## config.mk

```make
export PLATFORM = sky130hd
export DESIGN_NAME = p_bool_pack
export DESIGN_NICKNAME = d
export VERILOG_FILES = /design/src/rtl/p_bool_pack.sv
export SDC_FILE = /design/constraint.sdc
export NUM_CORES = 1
export LEC_CHECK = 0
export ABC_AREA = 1
export CAP_MARGIN = 20
export CORE_ASPECT_RATIO = 0.9
export CORE_MARGIN = 3
export CORE_UTILIZATION = 45
export CTS_CLUSTER_DIAMETER = 40
export DETAILED_ROUTE_END_ITERATION = 7
export PLACE_DENSITY = 0.76
export SKIP_LAST_GASP = 1
export SLEW_MARGIN = 20
export SYNTH_ARGS = -nofsm -noshare
export SYNTH_HDL_FRONTEND = slang
export SYNTH_SLANG_ARGS = --single-unit
```

## constraint.sdc

```tcl
create_clock -name clk -period 2.9 [get_ports clk]
set_clock_uncertainty 0.1 [all_clocks]
set_input_delay 0.58 -clock clk [delete_from_list [all_inputs] [get_ports clk]]
set_output_delay 0.58 -clock clk [all_outputs]
set_load 0.005 [all_outputs]
```

## src/rtl/p_bool_pack.sv

```systemverilog
// Binarizing packer: thresholds a stream of signed results to single bits and
// packs OUT of them per output vector. Two-deep buffering (pack register plus
// output register) lets one vector wait while the previous one is being consumed.
module p_bool_pack #(
  parameter int unsigned OUT  = 8,
  parameter int unsigned PREC = 16,
  parameter logic        PAD  = 1'b0,
  localparam int unsigned IW  = $clog2(OUT),
  localparam int unsigned CW  = $clog2(OUT + 1)
) (
  input  logic            clk,
  input  logic            reset_,
  input  logic            in_valid,
  output logic            in_ready,
  input  logic [PREC-1:0] in_data,
  input  logic            in_last,
  input  logic [PREC-1:0] thresh,
  output logic            out_valid,
  input  logic            out_ready,
  output logic [OUT-1:0]  out_data,
  output logic [CW-1:0]   out_cnt,
  output logic            out_last
);

  // Pack stage
  logic [IW-1:0]  idx_q, idx_d;
  logic [OUT-1:0] pack_q, pack_d;
  logic [CW-1:0]  pack_cnt_q, pack_cnt_d;
  logic           pack_last_q, pack_last_d;
  logic           pack_full_q, pack_full_d;

  // Output stage
  logic [OUT-1:0] out_data_q, out_data_d;
  logic [CW-1:0]  out_cnt_q, out_cnt_d;
  logic           out_last_q, out_last_d;
  logic           out_valid_q, out_valid_d;

  logic           bit_v;
  logic [OUT-1:0] vec;
  logic [CW-1:0]  cnt_new;
  logic           accept, complete, drain, out_free;

  // Candidate vector: earlier bits from the pack register, the new bit at idx,
  // PAD above it. Also serves as the updated partial vector while filling.
  always_comb begin
    bit_v   = $signed(in_data) >= $signed(thresh);
    cnt_new = CW'(idx_q) + CW'(1);
    vec     = '0;
    for (int i = 0; i < int'(OUT); i++) begin
      if (i < int'(idx_q)) begin
        vec[i] = pack_q[i];
      end else if (i == int'(idx_q)) begin
        vec[i] = bit_v;
      end else begin
        vec[i] = PAD;
      end
    end
  end

  // Next-state for both stages
  always_comb begin
    accept   = in_valid && !pack_full_q;
    complete = accept && ((idx_q == IW'(OUT - 1)) || in_last);
    drain    = out_valid_q && out_ready;
    out_free = !out_valid_q || drain;

    idx_d       = idx_q;
    pack_d      = pack_q;
    pack_cnt_d  = pack_cnt_q;
    pack_last_d = pack_last_q;
    pack_full_d = pack_full_q;
    out_data_d  = out_data_q;
    out_cnt_d   = out_cnt_q;
    out_last_d  = out_last_q;
    out_valid_d = out_valid_q;

    if (accept) begin
      pack_d = vec;
      idx_d  = complete ? '0 : idx_q + IW'(1);
      if (complete) begin
        pack_cnt_d  = cnt_new;
        pack_last_d = in_last;
      end
    end

    // A held vector has priority; no accept can complete while it is held.
    if (pack_full_q && drain) begin
      out_data_d  = pack_q;
      out_cnt_d   = pack_cnt_q;
      out_last_d  = pack_last_q;
      out_valid_d = 1'b1;
      pack_full_d = 1'b0;
    end else if (complete && out_free) begin
      out_data_d  = vec;
      out_cnt_d   = cnt_new;
      out_last_d  = in_last;
      out_valid_d = 1'b1;
    end else begin
      if (complete) begin
        pack_full_d = 1'b1;
      end
      if (drain) begin
        out_valid_d = 1'b0;
      end
    end
  end

  // State registers with asynchronous reset; a partial vector is dropped
  always_ff @(posedge clk or negedge reset_) begin
    if (!reset_) begin
      idx_q       <= '0;
      pack_q      <= '0;
      pack_cnt_q  <= '0;
      pack_last_q <= 1'b0;
      pack_full_q <= 1'b0;
      out_data_q  <= '0;
      out_cnt_q   <= '0;
      out_last_q  <= 1'b0;
      out_valid_q <= 1'b0;
    end else begin
      idx_q       <= idx_d;
      pack_q      <= pack_d;
      pack_cnt_q  <= pack_cnt_d;
      pack_last_q <= pack_last_d;
      pack_full_q <= pack_full_d;
      out_data_q  <= out_data_d;
      out_cnt_q   <= out_cnt_d;
      out_last_q  <= out_last_d;
      out_valid_q <= out_valid_d;
    end
  end

  assign in_ready  = !pack_full_q;
  assign out_valid = out_valid_q;
  assign out_data  = out_data_q;
  assign out_cnt   = out_cnt_q;
  assign out_last  = out_last_q;

endmodule

```

Word-level counts from Yosys, hierarchy flattened
Index checks and enable logic that the tools add are counted.
{ "totals": {"latch_bits": 0, "ram_bits": 0, "mem_bits_ro": 0, "register_bits": 31, "word_cells": 71, "n_memories": 0, "input_bits": 37} }
{ "classes": {"n_mul": 0, "n_addsub": 2, "order_cmp": 8, "bitwise_logic": 0, "eq_ne": 9, "reduce_logical": 15, "n_shift": 0, "n_div": 0, "mux": 28} }
{ "ops": {"columns": ["operator", "n"], "rows": [
  ["$mux W1", 23],
  ["$ge A16 B16 Y1", 1],
  ["$mux W8", 2],
  ["$eq A3 B3 Y1 const A", 4],
  ["$lt A3 B3 Y1 const A", 3],
  ["$mux W4", 2],
  ["$eq A2 B3 Y1 const A", 2],
  ["$lt A1 B3 Y1 const A", 2],
  ["$lt A2 B3 Y1 const A", 2],
  ["$logic_and A1 B1 Y1", 5],
  ["$add A3 B1 Y4 const B", 1],
  ["$reduce_and A2 Y1", 2],
  ["$reduce_bool A2 Y1", 2],
  ["$add A3 B1 Y3 const B", 1],
  ["$eq A1 B3 Y1 const A", 1],
  ["$eq A3 B3 Y1 const B", 1],
  ["$logic_not A3 Y1", 1],
  ["$mux W3", 1],
  ["$reduce_bool A3 Y1", 1],
  ["$logic_not A1 Y1", 2],
  ["$logic_or A1 B1 Y1", 2],
  ["$ne A2 B2 Y1 const B", 1]
]} }

Longest topological paths before layout
{ "depth": {"word_depth": 6, "ltp_mapped": 17, "depth_no_buf": 17} }

Least setup slack after synthesis
No wires, ideal clock.
{ "synth_timing": {"kind": "reg-to-reg", "start": "register idx_q[0]", "end": "register out_data_q[4] (netlist: out_data[4])", "required_ps": 2683, "period_less_slack_ps": 2109, "slack_ps": 791, "path_stages_with_launch": 14, "arrival_time_ps": 1893, "path_cell_list": "dfrtp_1 -> ha_1 -> ha_1 -> inv_1 -> a21oi_4 -> inv_2 -> a21oi_4 -> inv_4 -> nand2_2 -> inv_2 -> buf_6 -> a22o_1 -> inv_1 -> nand2_1"} }
{ "synth_via": {"elab_chain_len": 5, "elab_cells_between_ends": 11, "classes_between": "order compare (1); eq/ne (2); mux (4); reduce/logical (4)"} }
{ "synth_lines": {"columns": ["element", "line_no", "text"], "rows": [
  ["from (decl)", "26", "logic [IW-1:0] idx_q, idx_d;"],
  ["from (signal assigned)", "121", "idx_q <= idx_d;"],
  ["branches (longest 5 deep; another with $lt A3 B3 Y1)", null, null],
  ["to (signal assigned)", "126", "out_data_q <= out_data_d;"],
  ["to (decl)", "33", "logic [OUT-1:0] out_data_q, out_data_d;"]
]} }
Parallel ways; which one is timed is not known. The select of a mux whose other input is x is not followed.
A chain may end at the register's enable or synchronous reset.

Worst setup path after layout
{ "layout_timing": {"start": "input port thresh[15]", "end": "register pack_q[6]"} }
{ "layout_via": {"elab_chain_len": 3} }
{ "layout_lines": {"columns": ["element", "line_no", "text"], "rows": [
  ["from (decl)", "17", "input logic [PREC-1:0] thresh,"],
  ["$ge A16 B16 Y1", "46", "bit_v = $signed(in_data) >= $signed(thresh);"],
  ["$mux W1", "52", "end else if (i == int'(idx_q)) begin"],
  ["$mux W1", "50", "if (i < int'(idx_q)) begin"],
  ["to (signal assigned)", "122", "pack_q <= pack_d;"],
  ["to (decl)", "27", "logic [OUT-1:0] pack_q, pack_d;"]
]} }
Every way passes these cells.

==> results.md <==
- Peak supply drop: 0.501 mV
- Critical path class: primary input to flop
- Final hold violations: 0
- Routed Antenna Nets: 0
- Routed WL: 4.49 mm
- Yosys top cell area share: 0.388
- Worst Path Required: 2.98 ns
- Hold_ws: 0.382 ns
- DP Area: 2590 sq um
- CTS H-tree depth: 2
- Register bit total from synthesis: 31
- Max Cap Viol: 0
- Slew @ Worst Pin: 0.416 ns
- Max Slew Vio Count: 0
- Ant diodes: 0
- Clock Path Buffers: 2
- Largest net degree at the start of global routing: 32
- Clk Latency, worst-skew pair: 0.29 ns
- Placer Congestion: 0.781
- Die area: 5280 sq um
- DIE HEIGHT: 69.2 um
- Syn Area/Cell: 7.43 sq um
- PD cells: 631 nW/um^2
- Global Route Usage Sum: 0.186
- Status: completed
- Resize count post-CTS: 0
- Hold Crit Class: flop to flop
- Cell taking the most area after synthesis: dfrtp_1
- FP Rows: 22
- First-pass GRT wire length: 7.96 mm
- Syn_nets: 328
- Warning count from the yosys run: 0
- Startpoint Class: primary input
- Detail Placement HPWL: 3.41 mm
- Syn Std Cell Area: 2000 sq um
- Num ports: 52
- Setup violation total in the final timing report: 0
- Antenna violations before repair: 0
- Final WS setup: 0.391 ns
- Post-cts hold buffer count: 0
- RSZ-0062 raised after global routing: no
- CTS tree: yes
- Worst-path clk slew: 0.06 ns
- CTS Buf Count: 5
- Vias/cell: 4.75
- Leakage: 0.00143 uW
- Final-layout fill cell count: 400
- Worst setup EP type: flop
- Initial core utilization: 0.478
- Initial detailed-routing violation count: 70
- Area contributors post-synth: dfrtp_1 39%, nand2_1 19%, ha_1 14%
- Core area: 4180 sq um
- Maximum clock rate: 0.399 GHz
- Area growth syn-to-layout: 33.2%
- Layout cells sized above 1: 0.0583
- Design area: 2660 sq um
- Crit-path max FO: 9
- Tmin final: 2.51 ns
- Post-CTS setup buffers: 0
- Pre-Repair DR Iteration Count: 4
- Yosys cell types: 22
- Register area share after synthesis: 0.388
- Drc violations: 0
- Wirelength per Cell: 11.6 um
- Final net count: 386
- Fin Setup TNS: 0 ns
- Die W: 76.2 um
- I/O Buffers: 51
- Max-slew headroom: 0.722
- Clock root buffer: clkbuf_8
- Vias in the first global route: 1766
- Tcrit/Tclk final: 0.865
- Total clock sinks: 31
- Gr ovfl total: 0
- Syn Inst Count: 269
- Finished Core Util: 0.636
- Vias: 1834
- Pre-CTS WS: 0.101 ns
- CP arrival: 2.58 ns
-- path summary, 6_finish.rpt --
kind,cells after the start,slack [ns],end,start
min,2,0.38,out_cnt[3],out_cnt[3]
min reg2reg,2,0.38,out_cnt[3],out_cnt[3]
max in group asynchronous,2,1.82,pack_cnt_q[3],reset_
max reg2reg,12,0.69,out_data[6],idx_q[0]
max,14,0.39,pack_q[6],thresh[15]
min in group asynchronous,2,0.59,out_data[5],reset_
-- metrics by stage --
stage,total power (uW),instances
after floorplan,1070,269
after global placement,1350,380
after detailed placement,1370,380
after CTS,1690,386
after global routing,1810,386
final,1680,386
-- per-layer routing --
layer  GRT usage  part of all wire
met1       0.255              0.47
met2       0.292              0.47
met3      0.0442             0.047
met4      0.0604             0.016
met5           0                 0
-- worst max-delay path, stage by stage --
cell and delay [ns]:
clkdlybuf4s50_1 0.45, inv_1 0.04, ha_1 0.32, nand2_1 0.07, inv_1 0.06, nand3_1 0.08
nor2_1 0.17, nand2_1 0.11, nand3_1 0.08, nand3_1 0.25, nand2_1 0.14, nand2_1 0.08
nand2_1 0.07, nand2_1 0.06
-- registers in the layout, summed over array words and instances, names as in the netlist --
signal,cells
pack_last_q,1
idx_q,3
out_cnt,4
pack_q,8
pack_full_q,1
pack_cnt_q,4
out_valid,1
out_data,8
out_last,1
-- Yosys cell counts, drive strengths merged --
cell	instances
buf	2
dfrtp	31
o21ai	7
a22o	7
clkinv	1
nand2	104
ha	22
inv	50
o22ai	2
o221ai	1
nor3	3
a21oi	8
clkbuf	2
nor2	13
a21o	1
nand3	12
o211ai	3
-- cell families after synthesis --
kind of cell,share of synthesized area
buf+inv,0.109
compound gates,0.105
flops,0.388
fa+ha+maj,0.138
simple gates,0.260
-- cell usage in the layout, fill, tap and decap left out, drive strengths merged --
cell type / netlist / final
nor3: 3 / 3
clkbuf: 2 / 6
inv: 50 / 50
clkdlybuf4s50: 0 / 51
a21o: 1 / 1
dfrtp: 31 / 31
ha: 22 / 22
nand3: 12 / 12
buf: 2 / 4
o22ai: 2 / 2
a22o: 7 / 7
nor2: 13 / 13
nand2: 104 / 104
o211ai: 3 / 3
clkinv: 1 / 1
a21oi: 8 / 8
o21ai: 7 / 7
o221ai: 1 / 1
-- layout make-up --
cell class	count	area (sq um)	share of cell area
Multi-Input combinational cell	183	1000	0.377
Sequential cell	31	776	0.291
Timing Repair Buffer	55	541	0.203
Inverter	51	194	0.0728
Tap cell	60	75.1	0.0282
Clock buffer	6	72.6	0.0273
-- power by group --
group          internal, uW  total, uW  switching [uW]
Clock                   160        313             153
Sequential              564        667             103
Combinational           328        699             371
Total                  1050       1680             628
No activity file was read; power rests on OpenSTA's default activity.
